`src/rtl/flit_rank_stage.sv`:
```
// flit_rank_stage
//   Input pipeline of the bufferless router, directly upstream of swAlloc.
//   Stage A latches the four link flits, ages them (saturating) and merges one
//   local injection into the lowest free slot. A 3-layer compare-swap network
//   sorts the stage-A registers oldest-first, and stage B registers the
//   rank-ordered result. Latency is 2 edges with full throughput.
//
//   Optional feature: define RANK_GOLDEN_EN to enable golden-epoch ranking.
//   A rotating golden source id then outranks every non-golden flit.
//
// Ports
//   clk, reset         clock; asynchronous active-high reset
//   in_valid/flit/ppv/age/src   four link slots (slot i at index i)
//   inj_valid/flit/ppv/src      local injection request
//   inj_ready          injection accepted this cycle (combinational)
//   numFlit_out        number of valid ranked flits (0..4)
//   rank_valid         bit r set when rank r holds a flit
//   ppv_0..ppv_3       productive-port vectors of ranks 0..3
//   rank_flit/age/slot payload, age and original slot index per rank

`ifndef NUM_PORT
`define NUM_PORT 5
`endif
`ifndef PC_INDEX_WIDTH
`define PC_INDEX_WIDTH 3
`endif

module flit_rank_stage #(
  parameter int unsigned FLIT_W       = 64,
  parameter int unsigned AGE_W        = 8,
  parameter int unsigned SRC_W        = 6,
  parameter int unsigned GOLDEN_EPOCH = 256
) (
  input  logic                           clk,
  input  logic                           reset,
  input  logic [3:0]                     in_valid,
  input  logic [4*FLIT_W-1:0]            in_flit,
  input  logic [4*(`NUM_PORT-1)-1:0]     in_ppv,
  input  logic [4*AGE_W-1:0]             in_age,
  input  logic [4*SRC_W-1:0]             in_src,
  input  logic                           inj_valid,
  input  logic [FLIT_W-1:0]              inj_flit,
  input  logic [`NUM_PORT-2:0]           inj_ppv,
  input  logic [SRC_W-1:0]               inj_src,
  output logic                           inj_ready,
  output logic [`PC_INDEX_WIDTH-1:0]     numFlit_out,
  output logic [3:0]                     rank_valid,
  output logic [`NUM_PORT-2:0]           ppv_0,
  output logic [`NUM_PORT-2:0]           ppv_1,
  output logic [`NUM_PORT-2:0]           ppv_2,
  output logic [`NUM_PORT-2:0]           ppv_3,
  output logic [4*FLIT_W-1:0]            rank_flit,
  output logic [4*AGE_W-1:0]             rank_age,
  output logic [7:0]                     rank_slot
);

  localparam int unsigned PPV_W = `NUM_PORT - 1;
  localparam int unsigned CNT_W = `PC_INDEX_WIDTH;
  localparam logic [AGE_W-1:0] AGE_MAX = '1;

  typedef struct packed {
    logic              valid;
    logic              golden;
    logic [AGE_W-1:0]  age;
    logic [1:0]        slot;
    logic [PPV_W-1:0]  ppv;
    logic [FLIT_W-1:0] flit;
  } entryT;

`ifdef RANK_GOLDEN_EN
  localparam int unsigned EPOCH_W = (GOLDEN_EPOCH > 1) ? $clog2(GOLDEN_EPOCH) : 1;

  logic [EPOCH_W-1:0] epochCnt;
  logic [SRC_W-1:0]   goldenId;

  always_ff @(posedge clk or posedge reset) begin
    if (reset) begin
      epochCnt <= '0;
      goldenId <= '0;
    end else if (epochCnt == EPOCH_W'(GOLDEN_EPOCH - 1)) begin
      epochCnt <= '0;
      goldenId <= goldenId + 1'b1;
    end else begin
      epochCnt <= epochCnt + 1'b1;
    end
  end
`else
  logic unusedSrc;
  assign unusedSrc = ^{in_src, inj_src};
`endif

  // Injection
  logic       injTake;
  logic [3:0] injOneHot;

  assign inj_ready = ~reset & (in_valid != 4'hF);
  assign injTake   = inj_valid & inj_ready;
  // ~v & (v+1) isolates the lowest clear bit: the lowest free slot.
  assign injOneHot = ~in_valid & (in_valid + 4'd1);

  // Stage A capture
  entryT capA [4];
  entryT stA  [4];

  always_comb begin
    for (int unsigned i = 0; i < 4; i++) begin
      capA[i]      = '0;
      capA[i].slot = 2'(i);
      if (in_valid[i]) begin
        capA[i].valid = 1'b1;
        capA[i].age   = (in_age[i*AGE_W +: AGE_W] == AGE_MAX) ?
                        AGE_MAX : in_age[i*AGE_W +: AGE_W] + 1'b1;
        capA[i].ppv   = in_ppv[i*PPV_W +: PPV_W];
        capA[i].flit  = in_flit[i*FLIT_W +: FLIT_W];
`ifdef RANK_GOLDEN_EN
        capA[i].golden = (in_src[i*SRC_W +: SRC_W] == goldenId);
`endif
      end else if (injTake && injOneHot[i]) begin
        capA[i].valid = 1'b1;
        capA[i].ppv   = inj_ppv;
        capA[i].flit  = inj_flit;
`ifdef RANK_GOLDEN_EN
        capA[i].golden = (inj_src == goldenId);
`endif
      end
    end
  end

  always_ff @(posedge clk or posedge reset) begin
    if (reset) begin
      for (int unsigned i = 0; i < 4; i++) stA[i] <= '0;
    end else begin
      for (int unsigned i = 0; i < 4; i++) stA[i] <= capA[i];
    end
  end

  // Sort network: (0,1)(2,3) / (0,2)(1,3) / (1,2)
  // Slot index is the final tiebreak, so the key order is total and stable.
  function automatic logic beats(input entryT a, input entryT b);
    if (a.valid != b.valid)   return a.valid;
    if (a.golden != b.golden) return a.golden;
    if (a.age != b.age)       return a.age > b.age;
    return a.slot < b.slot;
  endfunction

  entryT l1 [4];
  entryT l2 [4];
  entryT l3 [4];
  logic  s01, s23, s02, s13, s12;

  always_comb begin
    s01   = beats(stA[1], stA[0]);
    s23   = beats(stA[3], stA[2]);
    l1[0] = s01 ? stA[1] : stA[0];
    l1[1] = s01 ? stA[0] : stA[1];
    l1[2] = s23 ? stA[3] : stA[2];
    l1[3] = s23 ? stA[2] : stA[3];

    s02   = beats(l1[2], l1[0]);
    s13   = beats(l1[3], l1[1]);
    l2[0] = s02 ? l1[2] : l1[0];
    l2[2] = s02 ? l1[0] : l1[2];
    l2[1] = s13 ? l1[3] : l1[1];
    l2[3] = s13 ? l1[1] : l1[3];

    s12   = beats(l2[2], l2[1]);
    l3[0] = l2[0];
    l3[1] = s12 ? l2[2] : l2[1];
    l3[2] = s12 ? l2[1] : l2[2];
    l3[3] = l2[3];
  end

  logic [CNT_W-1:0] sortCount;

  always_comb begin
    sortCount = '0;
    for (int unsigned r = 0; r < 4; r++) sortCount = sortCount + CNT_W'(l3[r].valid);
  end

  // Stage B
  logic [PPV_W-1:0] rankPpv [4];

  always_ff @(posedge clk or posedge reset) begin
    if (reset) begin
      numFlit_out <= '0;
      rank_valid  <= '0;
      rank_flit   <= '0;
      rank_age    <= '0;
      rank_slot   <= '0;
      for (int unsigned r = 0; r < 4; r++) rankPpv[r] <= '0;
    end else begin
      numFlit_out <= sortCount;
      for (int unsigned r = 0; r < 4; r++) begin
        rank_valid[r]                <= l3[r].valid;
        rank_slot[r*2 +: 2]          <= l3[r].slot;
        rank_flit[r*FLIT_W +: FLIT_W] <= l3[r].valid ? l3[r].flit : '0;
        rank_age[r*AGE_W +: AGE_W]   <= l3[r].valid ? l3[r].age  : '0;
        rankPpv[r]                   <= l3[r].valid ? l3[r].ppv  : '0;
      end
    end
  end

  assign ppv_0 = rankPpv[0];
  assign ppv_1 = rankPpv[1];
  assign ppv_2 = rankPpv[2];
  assign ppv_3 = rankPpv[3];

endmodule

```
`config.mk`:
```
export PLATFORM = sky130hd
export DESIGN_NAME = flit_rank_stage
export DESIGN_NICKNAME = d
export VERILOG_FILES = /design/src/rtl/flit_rank_stage.sv
export SDC_FILE = /design/constraint.sdc
export NUM_CORES = 1
export LEC_CHECK = 0
export ABC_AREA = 1
export CAP_MARGIN = 15
export CORE_AREA = 2 2 281 283
export CTS_BUF_LIST = sky130_fd_sc_hd__clkbuf_4 sky130_fd_sc_hd__clkbuf_8 sky130_fd_sc_hd__clkbuf_16
export DETAILED_ROUTE_END_ITERATION = 6
export DIE_AREA = 0 0 283 285
export PLACE_DENSITY = 0.66
export SLEW_MARGIN = 10
export SYNTH_ARGS = -nofsm -noshare
export SYNTH_HDL_FRONTEND = slang
export SYNTH_SLANG_ARGS = --single-unit
```
`constraint.sdc`:
```
create_clock -name clk -period 37.9 [get_ports clk]
set_input_delay 9.475 -clock clk [delete_from_list [all_inputs] [get_ports clk]]
set_output_delay 9.475 -clock clk [all_outputs]
set_load 0.02 [all_outputs]
```
Word level (Yosys, flattened, before mapping) --
Cells that the tools add are included.
Word-level totals: ROM bits 0, memories 0, bits in writable memories 0, latch bits 0, word-level logic and storage cells 174, register bits after elaboration 629, output and inout port bits 320
Cells by class: add/sub/neg operators 8, $lt $le $gt $ge 10, equal/unequal tests 18, shift-type cells 0, reduce and logical (&&, ||, !) cells 4, divide/modulo/power cells 0, bitwise gates (word level) 5, mux-type cells 102, multipliers 0
Operators with widths (count):
- 80-bit two-way mux | 10
- 68-bit two-way mux | 8
- 64-bit two-way mux | 4
- 8-bit two-way mux | 12
- 1-bit two-way mux | 64
- 8-bit greater-than comparator | 5
- 8-bit inequality test | 5
- 8-bit by 1-bit adder with 8-bit output, second input constant | 4
- 8-bit equality test, second input constant | 4
- 4-bit two-way mux | 4
- 2-bit < comparator | 4
- 1-bit inequality test | 8
- 4-bit by 1-bit adder with 4-bit output, second input constant | 1
- 4-bit bitwise AND | 1
- 1-bit logical AND | 4
- 4-bit inequality test, second input constant | 1
- 4-bit inverter | 1
- 2-bit by 1-bit adder with 3-bit output | 1
- 3-bit by 1-bit adder with 3-bit output | 1
- 1-bit by 1-bit adder with 2-bit output | 1
- 1-bit bitwise AND | 2
- 1-bit < comparator, second input constant | 1
- 1-bit inverter | 1

Longest topological paths before layout --
Gate-level depths: netlist of run 1.
depth in word-level cells 30, gate-level depth with buffers 46, mapped depth without buffers 41

Least setup slack after synthesis of run 1 --
OpenSTA, ideal clock, no wires.
kind input to output, from input in_valid[2], to output inj_ready, path buffers 1, stages on the path 4, arrival time 10293 ps, slack 18132 ps, required time 28425 ps, cells stage by stage clkbuf_1 > clkinv_1 > nor3_1 > a21oi_1
Between the ends: word-level cells in the longest chain between the ends 2
RTL lines:
- start, declared | line 36 | input logic [3:0] in_valid,
- 4-bit inequality test | line 96 | assign inj_ready = ~reset & (in_valid != 4'hF);
- 1-bit bitwise AND | line 96
- end, declared | line 45 | output logic inj_ready,
No other way between the ends.

Worst setup path in the final report of run 1 --
from input in_valid[1], to output inj_ready
Same word-level chain as after synthesis.

==> results.json, run 1 <==
{
  "antenna_found_initial": 17,
  "drive_gt1_share_pct": 4.09,
  "cpMaxStageDelayCell": "nor3_1",
  "hold_depth": 2,
  "num_rows": 103,
  "synth-simple-area-share_pct": 20.9,
  "place.port_buffers": 698,
  "p_leak_nw": 19.5,
  "die-width_um": 283,
  "period_needed_ps": 21330,
  "crit_type": "in -> out",
  "place_congestion": 0.906,
  "drv_slew": 0,
  "power.switching_mw": 1.07,
  "slew_headroom_pct": 26.0,
  "tightest_slew_ps": 1110,
  "synth_flop_cell": "dfrtp_1",
  "io_pins": 729,
  "final_util_pct": 52.6,
  "rsz0062_at_grt": "no",
  "die-area_um2": 80700,
  "yosys_warnings": 0,
  "p_int_mw": 1.65,
  "grt_usage_pct": 30.0,
  "clkSinkCount": 628,
  "fin_nets": 4927,
  "ys_seq_area_share_pct": 51.0,
  "core_area_um2": 78000,
  "hold_buffers": 0,
  "synth_top_family_by_area": "simple AND/OR/NAND/NOR gates",
  "grt_pass1_vias": 27496,
  "start_util_pct": 39.5,
  "final_cell_mix": "nand2_1, o21ai_0, clkdlybuf4s50_1",
  "nFillCells": 7185,
  "vias": 29399,
  "status": "complete, no violations",
  "post_cts_resized": 0,
  "ys_types": 39,
  "pwr-share-comb_pct": 41.0,
  "whs_ps": 611,
  "drt_iter0_drc": 2981,
  "rr_worst_depth": 34,
  "arrival_ps": 11860,
  "p_seq_share_pct": 31.3,
  "drt-wirelength-per-cell_um": 22.1,
  "clock_skew_ps": 25.8,
  "synthArstFlopShare_pct": 100,
  "reg2reg_slack_ps": 28150,
  "cts-root-buf": "clkbuf_16",
  "final_common_cell": "nand2_1",
  "via_per_inst": 5.27,
  "clk_latency_ps": 620,
  "area_delta_synth_final_pct": 33.0,
  "crit_path_start_kind": "input pin",
  "hpwl_um": 81000,
  "syn_avg_cell_area_um2": 7.84,
  "place_area_um2": 38400,
  "worstHoldPathType": "reg -> reg",
  "drc": 0,
  "worstHoldStart": "stA[228]$_DFF_PP0_",
  "path_clk_slew_ps": 60,
  "yosys_register_bits": 628,
  "synth_xor_area_share_pct": 0.341,
  "worstPathMaxFanout": 37,
  "critical_path.max_stage_delay_ps": 620,
  "synthAdderAreaFrac_pct": 2.10,
  "post_cts_buffers": 0,
  "tritoncts": "done",
  "total_power_mw": 2.72,
  "post-route-period-util_pct": 56.3,
  "syn-num-nets": 4389,
  "whs_endpoint": "rank_slot[0]$_DFF_PP0_",
  "synth.cell_area_um2": 30800,
  "firstDrtPassIters": 6,
  "final_area_um2": 41000,
  "path_cells": "buf_4 -> inv_1 -> nor3_1 -> a21oi_1 -> clkdlybuf4s50_1",
  "ant_nets": 0,
  "end_kind": "output pin",
  "fp.dieH_um": 285,
  "cts_buffers": 73,
  "peakVddDrop_uv": 42.1,
  "synthMuxAreaShare_pct": 2.24,
  "switching_share_pct": 39.3,
  "drv_cap": 0,
  "grt-ovfl-total": 0,
  "reg2reg_from": "stA[315]$_DFF_PP0_",
  "final_hold_viol_count": 0,
  "drt-total-wl_um": 124000,
  "powerDensity_nw_per_um2": 66.3,
  "grt_max_degree": 178,
  "synth-compound-area-share_pct": 15.1,
  "synth_edf_count": 0,
  "htreeDepth": 3,
  "synthCells": 3929,
  "clock_power_share_pct": 27.7,
  "setup_tns_ps": 0,
  "setup-violations-final": 0,
  "crit_required_ps": 28420,
  "max_clock_freq_mhz": 46.9,
  "cts_buffer_depth": 3,
  "grt_pass1_wl_um": 179000,
  "r2r-end": "rank_flit[118]$_DFF_PP0_"
}
==> power by group through the flow <==
stage / Clock, mW / Sequential [mW] / Combinational (mW)
2_1_floorplan: 0 / 0.973 / 0.515
3_3_place_gp: 0 / 0.862 / 1.09
3_5_place_dp: 0 / 0.861 / 1.11
4_1_cts: 0.761 / 0.850 / 1.11
5_1_grt: 0.793 / 0.858 / 1.21
6_report: 0.753 / 0.851 / 1.11
==> worst max-delay path by stage <==
stage                     cells past startpoint                       end         from
after floorplan                               1  numFlit_out[0]$_DFF_PP0_        reset
after global placement                        5                 inj_ready  in_valid[1]
after detailed placement                      5                 inj_ready  in_valid[1]
after CTS                                     5                 inj_ready  in_valid[1]
after global routing                          5                 inj_ready  in_valid[1]
final                                         5                 inj_ready  in_valid[1]
==> worst max-delay path: cells and delay by family <==
kind | cells | cell delay [ps]
simple gates | 1 | 620
compound gates | 1 | 180
buf+inv | 3 | 1500
==> sequential cells by signal (all words and copies together), names as in the netlist <==
signal / count
rank_slot: 8
rank_flit: 256
ppv_1: 4
ppv_3: 4
ppv_0: 4
rank_valid: 4
numFlit_out: 3
rank_age: 32
stA: 309
ppv_2: 4
==> layer usage <==
layer	wire, um	share of wire, %	global-route usage, %
met5	38	0.031	0
met1	50300	41	39.9
met4	6150	5.0	15.1
met3	11200	9.1	5.75
met2	55900	45	46.9
==> final cells by class <==
type                            instances  area (um^2)  area share [%]
Sequential cell                       628        15700            38.4
Multi-Input combinational cell       2657        12700            30.9
Timing Repair Buffer                  728         7250            17.7
Clock buffer                          101         2120            5.18
Inverter                              379         1440            3.52
Tap cell                             1050         1310            3.21
Clock inverter                         28          425            1.04
Antenna cell                           12         30.0          0.0733
==> synth_stat cells, types with 4 or more instances <==
cell,instances,area (um^2)
buf_6,12,135
nand3_1,178,891
o21ai_0,738,3690
nor2_1,394,1480
mux2i_1,69,691
dfrtp_1,628,15700
buf_2,24,120
clkbuf_1,215,807
buf_1,13,48.8
a211oi_1,79,593
ha_1,50,626
xor2_1,8,70.1
xnor2_1,4,35.0
nor3_1,6,30.0
nand4_1,5,31.3
a31oi_1,7,43.8
inv_1,375,1410
a21oi_1,41,205
nand2_1,1047,3930
==> metrics by stage <==
| stage | instances | setup WS (ps) |
|---|---|---|
| 3_3_place_gp | 5442 | 16630 |
| 2_1_floorplan | 3929 | 10840 |
| 5_1_grt | 5580 | 16520 |
| 6_report | 5583 | 16570 |
| 3_5_place_dp | 5442 | 16630 |
| 4_1_cts | 5571 | 16630 |
==> kinds of logic (layout without fill, tap and decap cells) <==
| group | after synthesis | in the layout |
|---|---|---|
| mux | 69 | 69 |
| simple gates | 1642 | 1642 |
| flops | 628 | 628 |
| compound gates | 882 | 882 |
| xor+xnor | 12 | 12 |
| fa+ha+maj | 51 | 51 |
| buf+inv | 644 | 1236 |
| other cells | 1 | 13 |
(Power assumes the default switching activity.)
==> inputs of run 2 (changes only) <==
- PLACE_DENSITY: 0.66 -> 0.69
- clock period: 37.9 -> 17.4 ns (I/O delays scaled with it)
==> results.json, run 2 (synthesized netlist as in run 1, its figures left out) <==
{
  "via_per_inst": 5.29,
  "post_cts_resized": 0,
  "slew_headroom_pct": 17.6,
  "reg_top3": "stA: 309 flops, rank_flit: 256 flops, rank_age: 32 flops",
  "die-area_um2": 80700,
  "setup-violations-final": 0,
  "fin_cells": 5584,
  "cts_buffers": 72,
  "met3WireLength_um": 11100,
  "num_rows": 103,
  "p_int_mw": 3.51,
  "status": "complete, no violations",
  "hpwl_um": 82000,
  "place.port_buffers": 698,
  "fin_nets": 4934,
  "rsz0062_at_grt": "no",
  "firstDrtPassIters": 6,
  "grt_max_degree": 167,
  "path_clk_slew_ps": 60,
  "die-width_um": 283,
  "core_area_um2": 78000,
  "wl_met2_um": 55900,
  "largest_register_ffs": 309,
  "clk_latency_ps": 610,
  "crit_path_start_kind": "input pin",
  "arrival_ps": 6560,
  "drt_iter0_drc": 2714,
  "powerDensity_nw_per_um2": 142,
  "post_cts_buffers": 0,
  "clkSinkCount": 628,
  "drive_gt1_share_pct": 4.07,
  "post-route-period-util_pct": 62.7,
  "clock_power_share_pct": 26.3,
  "power.switching_mw": 2.31,
  "grt-ovfl-total": 0,
  "drc": 0,
  "worstHoldPathType": "reg -> reg",
  "htreeDepth": 3,
  "grt_usage_pct": 29.5,
  "p_leak_nw": 19.4,
  "placed_cells": 5450,
  "final_cell_mix": "nand2_1, o21ai_0, clkdlybuf4s50_1",
  "regMostFlops": "stA",
  "drv_cap": 0,
  "nFillCells": 7191,
  "crit_required_ps": 13050,
  "worstPathMaxFanout": 27,
  "ff_latch_area_um2": 15700,
  "period_needed_ps": 10910,
  "start_util_pct": 39.5,
  "p_seq_share_pct": 31.8,
  "grt_pass1_vias": 27716,
  "end_kind": "output pin",
  "peakVddDrop_uv": 127,
  "multi_input_area_um2": 12700,
  "drv_slew": 0,
  "io_pins": 729,
  "clock_skew_ps": 23.5,
  "final_common_cell": "nand2_1",
  "ant_nets": 0,
  "drt-total-wl_um": 123000,
  "cts-root-buf": "clkbuf_16",
  "place_congestion": 0.925,
  "area_delta_synth_final_pct": 32.5,
  "antenna_found_initial": 18,
  "max_clock_freq_mhz": 91.6,
  "met1_length_um": 49600,
  "crit_type": "in -> out",
  "vias": 29543,
  "setup_tns_ps": 0,
  "fp.dieH_um": 285,
  "drt-wirelength-per-cell_um": 21.9,
  "cts_buffer_depth": 3,
  "tightest_slew_ps": 1240,
  "grt_pass1_wl_um": 176000,
  "highest_layer": "met5",
  "hold_buffers": 0,
  "final_hold_viol_count": 0,
  "tritoncts": "done",
  "pwr-share-comb_pct": 41.8,
  "switching_share_pct": 39.7
}
## run 2: layout make-up
| type | instances | area share (%) |
|---|---|---|
| flip-flops and latches | 628 | 38.5 |
| multi-input cells | 2657 | 31.0 |
| repair buffers | 736 | 17.8 |
| clock buffers | 102 | 5.28 |
| inverters | 379 | 3.52 |
| well taps | 1050 | 3.22 |
| clock inverters | 18 | 0.527 |
| diodes | 14 | 0.0858 |
## run 2: path summary, 6_finish.rpt
path / startpoint / endpoint / slack [ps] / cells after the start
max: in_valid[2] / inj_ready / 6490 / 5
min: stA[228]$_DFF_PP0_ / rank_slot[0]$_DFF_PP0_ / 610 / 2
max reg2reg: stA[237]$_DFF_PP0_ / rank_flit[68]$_DFF_PP0_ / 8520 / 30
min reg2reg: stA[228]$_DFF_PP0_ / rank_slot[0]$_DFF_PP0_ / 610 / 2
max in group asynchronous: reset / rank_flit[30]$_DFF_PP0_ / 10010 / 5
min in group asynchronous: reset / stA[83]$_DFF_PP0_ / 4270 / 2
## run 2: power by group through the flow
stage                     clock, mW  sequential [mW]  combinational (mW)
after CTS                      1.55             1.85                2.42
after global routing           1.61             1.87                2.63
final                          1.53             1.85                2.43
after detailed placement          0             1.87                2.41
after floorplan                   0             2.12                1.12
after global placement            0             1.87                2.38
## run 2: stage by stage
step           hold slack (ps)  instance area (um^2)  total power [mW]  setup WS [ps]  utilization (%)
5_1_grt                    642                 40800              6.11           6420             52.4
2_1_floorplan              556                 30800              3.24           4480                -
3_5_place_dp               584                 38400              4.29           6520             49.3
6_report                   606                 40800              5.82           6490             52.4
3_3_place_gp               586                 38400              4.26           6530             49.3
4_1_cts                    597                 40800              5.82           6530             52.3
## run 2: metal layers
metal	up-vias	track usage (%)
met1	14060	38.5
met4	8	14.6
li1	13657	-
met3	287	5.90
met2	1531	46.8
met5	-	0
## run 2: worst max-delay path, cell delays in order
cell             delay, ps
buf_4                  380
clkinv_1               480
nor3_1                 570
a21oi_1                160
clkdlybuf4s50_1        580
